File: src/rtl/imem_loader_pkg.sv
// imem_loader_pkg: shared state encoding and framing constants for the instruction-memory loader.
package imem_loader_pkg;
    typedef enum logic [2:0] {IDLE, HDR_HI, HDR_LO, BYTE, WRITE, CHK, DONE, ERR} loader_state_t;
    localparam int WORD_BYTES = 3;
    localparam int HDR_BYTES  = 2;
endpackage

File: src/rtl/imem_loader_byte_packer.sv
// byte_packer: packs WORD_BYTES stream bytes (MSB first) into one instruction word.
// Ports: clk, rst_n (async active-low), i_clr (restart byte count), i_take (byte accepted),
//        i_byte (stream byte), o_last (next accepted byte completes a word),
//        o_word (shift register), o_word_valid (one-cycle pulse after the word completes).
module byte_packer
    import imem_loader_pkg::*;
#(
    parameter int WORD_W = 8 * WORD_BYTES
) (
    input  logic              clk,
    input  logic              rst_n,
    input  logic              i_clr,
    input  logic              i_take,
    input  logic [7:0]        i_byte,
    output logic              o_last,
    output logic [WORD_W-1:0] o_word,
    output logic              o_word_valid
);
    logic [1:0]        r_cnt;
    logic [WORD_W-1:0] r_sr;
    logic              r_valid;
    assign o_last       = (r_cnt == 2'(WORD_BYTES - 1));
    assign o_word       = r_sr;
    assign o_word_valid = r_valid;
    always_ff @(posedge clk or negedge rst_n) begin
        if (!rst_n) begin
            r_cnt   <= '0;
            r_sr    <= '0;
            r_valid <= 1'b0;
        end else begin
            r_valid <= i_take && o_last;
            if (i_clr) begin
                r_cnt <= '0;
            end else if (i_take) begin
                r_cnt <= o_last ? 2'd0 : r_cnt + 2'd1;
                r_sr  <= {r_sr[WORD_W-9:0], i_byte};
            end
        end
    end
endmodule

File: src/rtl/imem_loader.sv
// imem_loader: boot loader filling instruction memory from a byte stream, holding the CPU until done.
// Ports: clk, rst_n (async active-low), start (load pulse), in_data/in_valid/in_ready (byte stream),
//        imem_we/imem_addr/imem_wdata (memory write port), cpu_run (CPU release), busy, error,
//        words_loaded (words written in this load).
// Option: define IMEM_LOADER_CHECKSUM_EN to require a trailing XOR checksum byte over the payload.
module imem_loader
    import imem_loader_pkg::*;
#(
    parameter int DEPTH  = 140,
    parameter int WORD_W = 24,
    parameter int ADDR_W = 24
) (
    input  logic                       clk,
    input  logic                       rst_n,
    input  logic                       start,
    input  logic [7:0]                 in_data,
    input  logic                       in_valid,
    output logic                       in_ready,
    output logic                       imem_we,
    output logic [ADDR_W-1:0]          imem_addr,
    output logic [WORD_W-1:0]          imem_wdata,
    output logic                       cpu_run,
    output logic                       busy,
    output logic                       error,
    output logic [$clog2(DEPTH+1)-1:0] words_loaded
);
    localparam int IW = $clog2(DEPTH + 1);
    localparam logic [15:0] DEPTH16 = 16'(DEPTH);
`ifdef IMEM_LOADER_CHECKSUM_EN
    localparam loader_state_t FINAL = CHK;
    logic [7:0] r_xor;
`else
    localparam loader_state_t FINAL = DONE;
`endif
    loader_state_t r_state;
    logic [15:0]   r_count;
    logic [IW-1:0] r_index;
    logic          w_take;
    logic          w_restart;
    logic          w_last_byte;
    logic          w_last_word;
    logic [15:0]   w_count;
    assign w_take      = in_valid && in_ready;
    assign w_restart   = start && (r_state inside {IDLE, DONE, ERR});
    assign w_count     = {r_count[15:8], in_data};
    assign w_last_word = (16'(r_index) + 16'd1 == r_count);
    byte_packer #(.WORD_W(WORD_W)) u_packer (
        .clk         (clk),
        .rst_n       (rst_n),
        .i_clr       (w_restart),
        .i_take      (w_take && r_state == BYTE),
        .i_byte      (in_data),
        .o_last      (w_last_byte),
        .o_word      (imem_wdata),
        .o_word_valid(imem_we)
    );
    always_ff @(posedge clk or negedge rst_n) begin
        if (!rst_n) begin
            r_state <= IDLE;
            r_count <= '0;
            r_index <= '0;
`ifdef IMEM_LOADER_CHECKSUM_EN
            r_xor   <= '0;
`endif
        end else begin
            case (r_state)
                IDLE, DONE, ERR: if (w_restart) begin
                    r_state <= HDR_HI;
                    r_count <= '0;
                    r_index <= '0;
`ifdef IMEM_LOADER_CHECKSUM_EN
                    r_xor   <= '0;
`endif
                end
                HDR_HI: if (w_take) begin
                    r_count[15:8] <= in_data;
                    r_state       <= HDR_LO;
                end
                HDR_LO: if (w_take) begin
                    r_count <= w_count;
                    r_state <= (w_count == 16'd0) ? FINAL : (w_count > DEPTH16) ? ERR : BYTE;
                end
                BYTE: if (w_take) begin
`ifdef IMEM_LOADER_CHECKSUM_EN
                    r_xor <= r_xor ^ in_data;
`endif
                    if (w_last_byte) r_state <= WRITE;
                end
                // The packer raises imem_we during this cycle; only the bookkeeping lives here.
                WRITE: begin
                    r_index <= r_index + IW'(1);
                    r_state <= w_last_word ? FINAL : BYTE;
                end
`ifdef IMEM_LOADER_CHECKSUM_EN
                CHK: if (w_take) r_state <= (in_data == r_xor) ? DONE : ERR;
`endif
                default: r_state <= IDLE;
            endcase
        end
    end
    assign in_ready     = r_state inside {HDR_HI, HDR_LO, BYTE, CHK};
    assign busy         = r_state inside {HDR_HI, HDR_LO, BYTE, WRITE, CHK};
    assign cpu_run      = (r_state == DONE);
    assign error        = (r_state == ERR);
    assign imem_addr    = {{(ADDR_W-IW-2){1'b0}}, r_index, 2'b00};
    assign words_loaded = r_index;
endmodule

File: config.mk
export PLATFORM = sky130hd
export DESIGN_NAME = imem_loader
export DESIGN_NICKNAME = d
export VERILOG_FILES = /design/src/rtl/imem_loader_pkg.sv /design/src/rtl/imem_loader_byte_packer.sv /design/src/rtl/imem_loader.sv
export SDC_FILE = /design/constraint.sdc
export NUM_CORES = 1
export LEC_CHECK = 0
export CORE_AREA = 2 2 79 81
export CTS_CLUSTER_SIZE = 28
export DETAILED_ROUTE_END_ITERATION = 7
export DIE_AREA = 0 0 81 83
export PLACE_DENSITY = 0.91
export SLEW_MARGIN = 20
export SYNTH_ARGS = -nofsm -noshare
export SYNTH_HDL_FRONTEND = slang
export SYNTH_SLANG_ARGS = --single-unit
File: constraint.sdc
create_clock -name clk -period 5 [get_ports clk]
set_input_delay 0.5 -clock clk [delete_from_list [all_inputs] [get_ports clk]]
set_output_delay 0.5 -clock clk [all_outputs]
set_load 0.01 [all_outputs]
======== Word-level counts from Yosys, hierarchy flattened ========
Index checks and enable logic that the tools add are counted.
cells by class
  reductions and logical operators ........ 19
  muxes and demuxes ....................... 19
  eq/ne operators ......................... 14
  $lt $le $gt $ge ......................... 1
  bitwise logic cells ..................... 2
  add/sub/neg operators ................... 3
operators by type and width
  cell                                                 count
  one-hot mux 8 bit (2 select lines)                   2
  2-to-1 mux 3 bit                                     8
  2-to-1 mux 8 bit                                     3
  one-hot mux 8 bit (3 select lines)                   1
  == test 9 x 16 -> 1 bit                              1
  > comparator 16 x 8 -> 1 bit, second input constant  1
  zero test 16 bit                                     1
  2-to-1 mux 16 bit                                    1
  one-hot mux 3 bit (5 select lines)                   1
  == test 3 bit, second input constant                 4
  adder 8 x 1 -> 9 bit, second input constant          1
  adder 8 x 1 -> 8 bit, second input constant          1
  nonzero test 2 bit                                   4
  == test 3 x 2 -> 1 bit, second input constant        2
  2-to-1 mux 2 bit                                     3
  != test 2 bit, second input constant                 3
  AND reduction 5 bit                                  1
  nonzero test 5 bit                                   1
  logical AND 1 bit                                    4
  != test 2 x 1 -> 1 bit, second input constant        2
  AND reduction 2 bit                                  2
  AND reduction 4 bit                                  1
  nonzero test 4 bit                                   1
  == test 3 x 1 -> 1 bit, second input constant        1
  7 further kinds                                      8
word-level totals
  word-level logic and storage cells ...... 65
  register bits ........................... 54
  output and inout port bits .............. 61

======== Longest topological paths before layout ========
Gate-level depths: netlist (run 1).
  depth after elaboration ................. 6
  depth in mapped cells ................... 8
  gate-level depth less buffers ........... 7

======== By module ========
From an unflattened synthesis (run 1), not the netlist that was laid out.
second synthesis, totals
  cell total of the unflattened synthesis .. 282
  area total of the unflattened synthesis .. 2,914.0 µm²
modules (own cells, without submodules)
  module       area each (µm²)  cells an instance  sequential area each (µm²)  times used
  imem_loader  1,776.7          219                675.6                       1
  byte_packer  1,137.3          63                 675.6                       1

======== Worst setup path after synthesis (run 1) ========
No wires, ideal clock.
  path type ............................... flip-flop to flip-flop
  start point ............................. register r_index[0] (netlist: words_loaded[0])
  end point ............................... register r_state[0]
  library setup time ...................... 119 ps
  slack ................................... 2,947 ps
  data arrival time ....................... 1,934 ps
  required time ........................... 4,881 ps
  period minus slack after synthesis ...... 2,053 ps
  buffers on the path ..................... 1
  stages on the path, launching flop included .. 9
  path through ............................ dfrtp_1 > ha_1 > and2_4 > buf_6 > xor2_1 > o22ai_2 > nand4_1 > a311o_2 > o21a_1
on the way
  cells in the longest elaborated chain, start to end .. 4
RTL lines
  what                                RTL line           source
  from (decl)                         imem_loader.sv:37  logic [IW-1:0] r_index;
  from (signal assigned)              imem_loader.sv:91  r_index <= r_index + IW'(1);
  adder 8 x 1 -> 9 bit                imem_loader.sv:46  assign w_last_word = (16'(r_index) + 16'd1 == r_count);
  == test 9 x 16 -> 1 bit             imem_loader.sv:46
  2-to-1 mux 3 bit                    imem_loader.sv:92  r_state <= w_last_word ? FINAL : BYTE;
  one-hot mux 3 bit (5 select lines)  imem_loader.sv:66  case (r_state)
  to (signal assigned)                imem_loader.sv:81  r_state <= (w_count == 16'd0) ? FINAL : (w_count > DEPTH16) ? ERR : BYTE;
  to (signal assigned)                imem_loader.sv:92
  to (decl)                           imem_loader.sv:35  loader_state_t r_state;
No other way between the ends.
A chain may end at the register's enable or synchronous reset.

======== Worst setup path in the final report (run 1) ========
  start point ............................. register r_state[1]
  end point ............................... output in_ready
on the way
  cells in the longest elaborated chain, start to end .. 2
  elaborated cells on any way between the ends .. 5
RTL lines
  what                                            RTL line            source
  == test 3 x 1 -> 1 bit (tied with other cells)  imem_loader.sv:101  assign in_ready = r_state inside {HDR_HI, HDR_LO, BYTE, CHK};
  nonzero test 4 bit (*)                          imem_loader.sv:101
  to (decl)                                       imem_loader.sv:18   output logic in_ready,
Every way passes the cells marked *; elsewhere a longest branch is shown, timed or not.

==> flow_summary.ini, run 1 <==
[global_route]
grt_max_degree = 55
antenna_found_initial = 0
grt_pass1_vias = 2152
track_usage_pct = 19.55
grt_pass1_wl_um = 10310
grt-ovfl-total = 0

[floorplanning]
core-area_um2 = 5816
num_io_pins = 73
die_h_um = 83
initial_utilization_pct = 49.03
rows = 28
die_x_um = 81
dieArea_um2 = 6723

[critical_path]
crit_fanout = 15
reg2reg_depth = 6
required_ps = 4500
r2r_slack_ps = 2730
critPathArrivalTime_ps = 1800
crit_type = register to output port
worst_setup_path_end_kind = output port
cp-start-kind = register
worstReg2RegStart = r_state[2]
r2r-end = words_loaded[4]

[place]
place.gp.congestion = 0.8352
placement.io_buffers = 56
dp_hpwl_um = 4238
dpl_worst_slack_ps = 2393

[power_and_ir_drop]
vdd_drop_max_v = 0.0004948
clock_power_share_pct = 15.4
internal_power_mw = 1.250
swShare_pct = 36.42
p_leak_nw = 1.456
p_comb_share_pct = 44.6
power_switching_uw = 716.3
pwr-share-seq_pct = 40.0
pwr_density_cell_nw_per_um2 = 572.0

[logic_synthesis]
ys_ff_latch = 54
synth.largest_area_cell = dfrtp_1
syn_area_um2 = 2851
ys.flop_type = dfrtp_1
async_flop_share_pct = 100.0
ys_seq_area_share_pct = 47.39
synthCells = 283
yosysUniqueCellTypes = 44
synth_edf_count = 0
syn_area_per_cell_um2 = 10.08
synth_top_area_share_pct = 47.39
synthTopCellsByArea = dfrtp_1 47%, mux2_2 9.5%, buf_4 6.3%
synth-warning-count = 0

[layout]
n_antenna_cell = 0
drive_gt1_share_pct = 13.50
nets = 338
area_delta_synth_final_pct = 20.58
n_fill_cell = 476
seq_area_um2 = 1351
multi_input_area_um2 = 1299

[clock_tree]
holdBufCountCts = 0
cts.sinks = 54
insertion_delay_ps = 320
path_clk_slew_ps = 110
cts_made_buffers = 5
cts_setup_buffers = 0
ctsHtreeMaxLevel = 2
cts-root-buf = clkbuf_8
cts_resized = 0
cts_tree = yes
clk_path_buf_depth = 2

[timing]
tns_ps = 0
fmax_mhz = 434.0
hold_viol_final = 0
setup_viol = 0
skew_ps = 11.44
layout_setup_ws_ps = 2696
timing.final.max_slew_violations = 0
slew_headroom_pct = 45.95
fin_crit_sh_pct = 46.09
grt_setup_unrepaired = no
worst_pin_slew_ps = 809.0
post-route-min-period_ps = 2304

[run_status]
outcome = completed

[routing]
wl_per_cell_um = 15.01
wl_um = 6020
drt_iter0_markers = 284
avgViaCountPerCell = 5.504
dr.pass1.iters = 4
vias = 2207
drc_errors = 0
ant_nets = 0

[job]
cap_violations = 0

[min_path]
hold_path.class = input port to async pin
[per-layer routing]
layer / vias up / track usage (%) / share of wire [%]
met5: - / 0 / 0
met4: 0 / 8.475 / 2.5
met3: 11 / 4.565 / 8.3
met2: 107 / 30.05 / 48
met1: 1064 / 26.26 / 41
li1: 1025 / - / -
[metrics by stage]
step	hold WS (ps)	cells	instance area, um2	total power, mW	utilization, %
6_report	279.8	401	3438	1.967	59.12
5_1_grt	350.9	401	3438	2.108	59.12
4_1_cts	329.6	401	3432	1.972	59.01
3_5_place_dp	473.9	393	3316	1.663	57.01
3_3_place_gp	462.8	393	3316	1.624	57.01
2_1_floorplan	204.4	298	2908	1.298	-
[state kept, by name, indices dropped and copies added, names as in the netlist]
name and cells:
u_packer.o_word 24, r_count 16, words_loaded 8, r_state 3, u_packer.r_cnt 2, u_packer.o_word_valid 1
[logic make-up (layout without fill, tap and decap cells)]
family / Yosys count / in the layout / synth area share (%)
multiplexers: 32 / 32 / 12.29
adder cells (fa/ha/maj): 1 / 1 / 0.4387
AO/OA/AOI/OAI: 50 / 50 / 10.84
buffers and inverters: 40 / 68 / 9.258
XOR/XNOR: 10 / 10 / 3.335
AND/OR/NAND/NOR: 95 / 95 / 16.32
flip-flops: 54 / 54 / 47.39
other: 1 / 16 / 0.1315
[power groups by stage]
stage | registers [mW] | logic [mW] | clock network, mW
after detailed placement | 0.790 | 0.874 | 0
after global routing | 0.814 | 0.962 | 0.331
after floorplan | 0.783 | 0.516 | 0
after global placement | 0.774 | 0.849 | 0
final | 0.787 | 0.876 | 0.304
after CTS | 0.785 | 0.882 | 0.305
[cells in the final DEF, fill, tap and decap left out, types with 2 or more instances in the layout]
cell,n
xor2_1,6
nor2b_1,2
o21ai_1,2
o21a_1,2
nand3_1,10
o21ai_0,21
or3_1,3
and3_1,3
inv_1,2
buf_4,2
nand2b_1,8
dfrtp_1,54
o22ai_1,2
o31ai_1,2
conb_1,16
nand2_1,31
mux2i_1,8
nor2_1,18
clkbuf_8,5
xnor2_1,3
nor3_1,7
a21oi_1,9
nand3b_1,3
nand4_1,4
mux2_2,24
clkdlybuf4s50_1,55
a31oi_1,3
[worst max path at each step]
| stage | slack (ps) | from | end |
|---|---|---|---|
| CTS | 2700 | r_state[2] | busy |
| floorplan | 2950 | words_loaded[0] | r_state[0] |
| detailed placement | 2390 | start | words_loaded[4] |
| finish | 2700 | r_state[1] | in_ready |
| global placement | 2550 | start | words_loaded[4] |
| global route | 2430 | r_state[2] | words_loaded[7] |
[synthesized netlist by cell type, types with 2 or more instances]
cell      instances
nand2_1          31
inv_1             2
o31ai_1           2
or3_1             3
nand3_1          10
nand3b_1          3
xor2_1            6
a31oi_1           4
nand2b_1          8
nor3_1            7
xnor2_1           3
buf_2             7
a21oi_1           9
nand4_1           4
buf_6             2
nor2b_1           2
mux2i_1           8
and3_1            3
o21a_1            2
dfrtp_1          54
o22ai_1           2
clkbuf_1          5
buf_4            24
o21ai_1           2
o21ai_0          21
mux2_2           24
nor2_1           18
[cell type report]
type | instances | share of cell area, %
Inverter | 2 | 0.2183
Multi-Input combinational cell | 204 | 37.77
Clock buffer | 5 | 2.001
Sequential cell | 54 | 39.30
Tap cell | 75 | 2.729
Timing Repair Buffer | 58 | 16.59
Clock inverter | 3 | 1.383
[worst max-delay path: stages (launching register included)]
cell and delay [ps]:
dfrtp_1 590, nor2b_1 250, nand2b_1 130, clkdlybuf4s50_1 530
(Power assumes the default switching activity.)
==> run 2: changes to the inputs <==
CORE_AREA = 2 2 84 86   (was 2 2 79 81)
DIE_AREA = 0 0 86 88   (was 0 0 81 83)
PLACE_DENSITY = 0.85   (was 0.91)
clock period = 1.9 ns   (was 5 ns; I/O delays follow)
==> run 2 against run 1 <==
  * Sequential power grew to 2.6 times the previous value
  * Highest routed layer unchanged
  * Global-route usage shrank 1.8 points
  * Count of clock-buffer cells in the layout is the same
  * Flip-flop and latch count did not move
  * Die area increased by 13%
  * Cell count grew 7.7%
  * Clock skew fell by 3.1 ps
==> flow_summary.ini, run 2 (same netlist as run 1, synthesis figures left out) <==
[clock_tree]
cts_tree = yes
insertion_delay_ps = 300
path_clk_slew_ps = 100
cts-root-buf = clkbuf_8
cts.sinks = 54
ctsHtreeMaxLevel = 2
clk_path_buf_depth = 2
cts_made_buffers = 5

[critical_path]
cp_slowest_cell = dfrtp_2
required_ps = 2100
path_cells = ha_4, and2_4, xor2_1, o22ai_2, nand3_1, a311o_2, o21a_1
crit_path_max_incr_delay_ps = 440
r2r-end = r_state[0]
crit_type = register to register
cp-start-kind = register
crit_fanout = 7
worst_setup_path_end_kind = register
r2r_slack_ps = 40
worstReg2RegStart = words_loaded[0]
reg2reg_depth = 7
critPathArrivalTime_ps = 2060

[place]
dp_hpwl_um = 4808
placed_area_um2 = 3485
place_inst = 416
dpl_worst_slack_ps = -175.1
place.gp.congestion = 0.8876
placement.io_buffers = 56

[routing]
dr_wl_met3_um = 412
highest_layer = met4
drt-met1-wl_um = 2763
dr.pass1.iters = 4
dr_wl_met2_um = 3389
drt_iter0_markers = 135
wl_per_cell_um = 15.34
drc_errors = 0
ant_nets = 0
avgViaCountPerCell = 5.382
wl_um = 6629
vias = 2325

[layout]
drive_gt1_share_pct = 22.16
largest_reg_flops = 24
nets = 364
final_common_cell = clkdlybuf4s50_1
area_delta_synth_final_pct = 29.09
n_antenna_cell = 0
post-route-cell-area_um2 = 3681
layout_common_cells = 55 x clkdlybuf4s50_1, 49 x dfrtp_1, 31 x nand2_1, 26 x buf_4, 24 x mux2_2
fin_util_pct = 55.40
instances_no_fill = 432

[floorplanning]
core-area_um2 = 6644
dieArea_um2 = 7568
initial_utilization_pct = 42.92
num_io_pins = 73
rows = 30
die_x_um = 86
die_h_um = 88

[power_and_ir_drop]
vdd_drop_max_v = 0.0009450
pwr_density_cell_nw_per_um2 = 1476
p_leak_nw = 1.584

[global_route]
grt_pass1_wl_um = 10730
antenna_found_initial = 0
grt-ovfl-total = 0
grt_max_degree = 30
grt_pass1_vias = 2236
track_usage_pct = 17.72

[timing]
timing.final.max_slew_violations = 0
skew_ps = 8.365
layout_setup_ws_ps = 35.92
worst_pin_slew_ps = 667.3
hold-worst-slack_ps = 296.9
slew_headroom_pct = 55.37
setup_viol = 0
grt_setup_unrepaired = yes
fmax_mhz = 536.5
post-route-min-period_ps = 1864
fin_crit_sh_pct = 98.11
hold_viol_final = 0

[run_status]
outcome = completed

[min_path]
hold_path.class = input port to async pin

[job]
cap_violations = 0
==> run 2: repair_timing <==
action | 4_1_cts | 5_1_grt
gates resized for setup | 3 | 5
hold buffers | 1 | 0
hold endpoints to repair | 11 | 0
setup buffers | 0 | 7
pin swaps | 0 | 1
setup endpoints to repair | 4 | 5
==> run 2: worst max-delay path by stage <==
stage,slack (ps),cells past startpoint,to,from
finish,40,7,r_state[0],words_loaded[0]
global route,-40,7,r_state[0],words_loaded[1]
CTS,6,3,in_ready,r_state[1]
detailed placement,-180,5,r_count[11],start
global placement,-70,5,r_count[11],start
floorplan,-30,8,r_state[0],words_loaded[0]
==> run 2: metrics by stage <==
step	TNS, ps	power, mW
2_1_floorplan	-33.24	3.432
3_3_place_gp	-403.5	4.415
3_5_place_dp	-953.0	4.539
4_1_cts	0	5.363
5_1_grt	-40.36	5.759
6_report	0	5.434
==> run 2: area by class of cell <==
class / instances / area, um2
Fill cell: 555 / 2963
Clock buffer: 5 / 68.82
Timing Repair Buffer: 84 / 780.7
Clock inverter: 3 / 47.55
Sequential cell: 54 / 1358
Tap cell: 80 / 100.1
Inverter: 2 / 7.507
Multi-Input combinational cell: 204 / 1319
==> run 2: power breakdown <==
group          internal, mW  switching (mW)  total (mW)
registers              1.63           0.411        2.04
clock network         0.400           0.388       0.788
logic                  1.45            1.15        2.61
total                  3.48            1.95        5.43
==> run 2: critical path: cells and delay by family, from the launching register on <==
family          cells  cell delay [ps]
xor+xnor            1              160
fa+ha+maj           1              160
flops               1              440
simple gates        2              280
compound gates      3              710
==> run 2: routing by layer <==
metal	track usage [%]	vias up
met1	22.01	1150
met3	4.053	6
met4	3.896	0
li1	-	1080
met2	31.57	89
met5	0	-
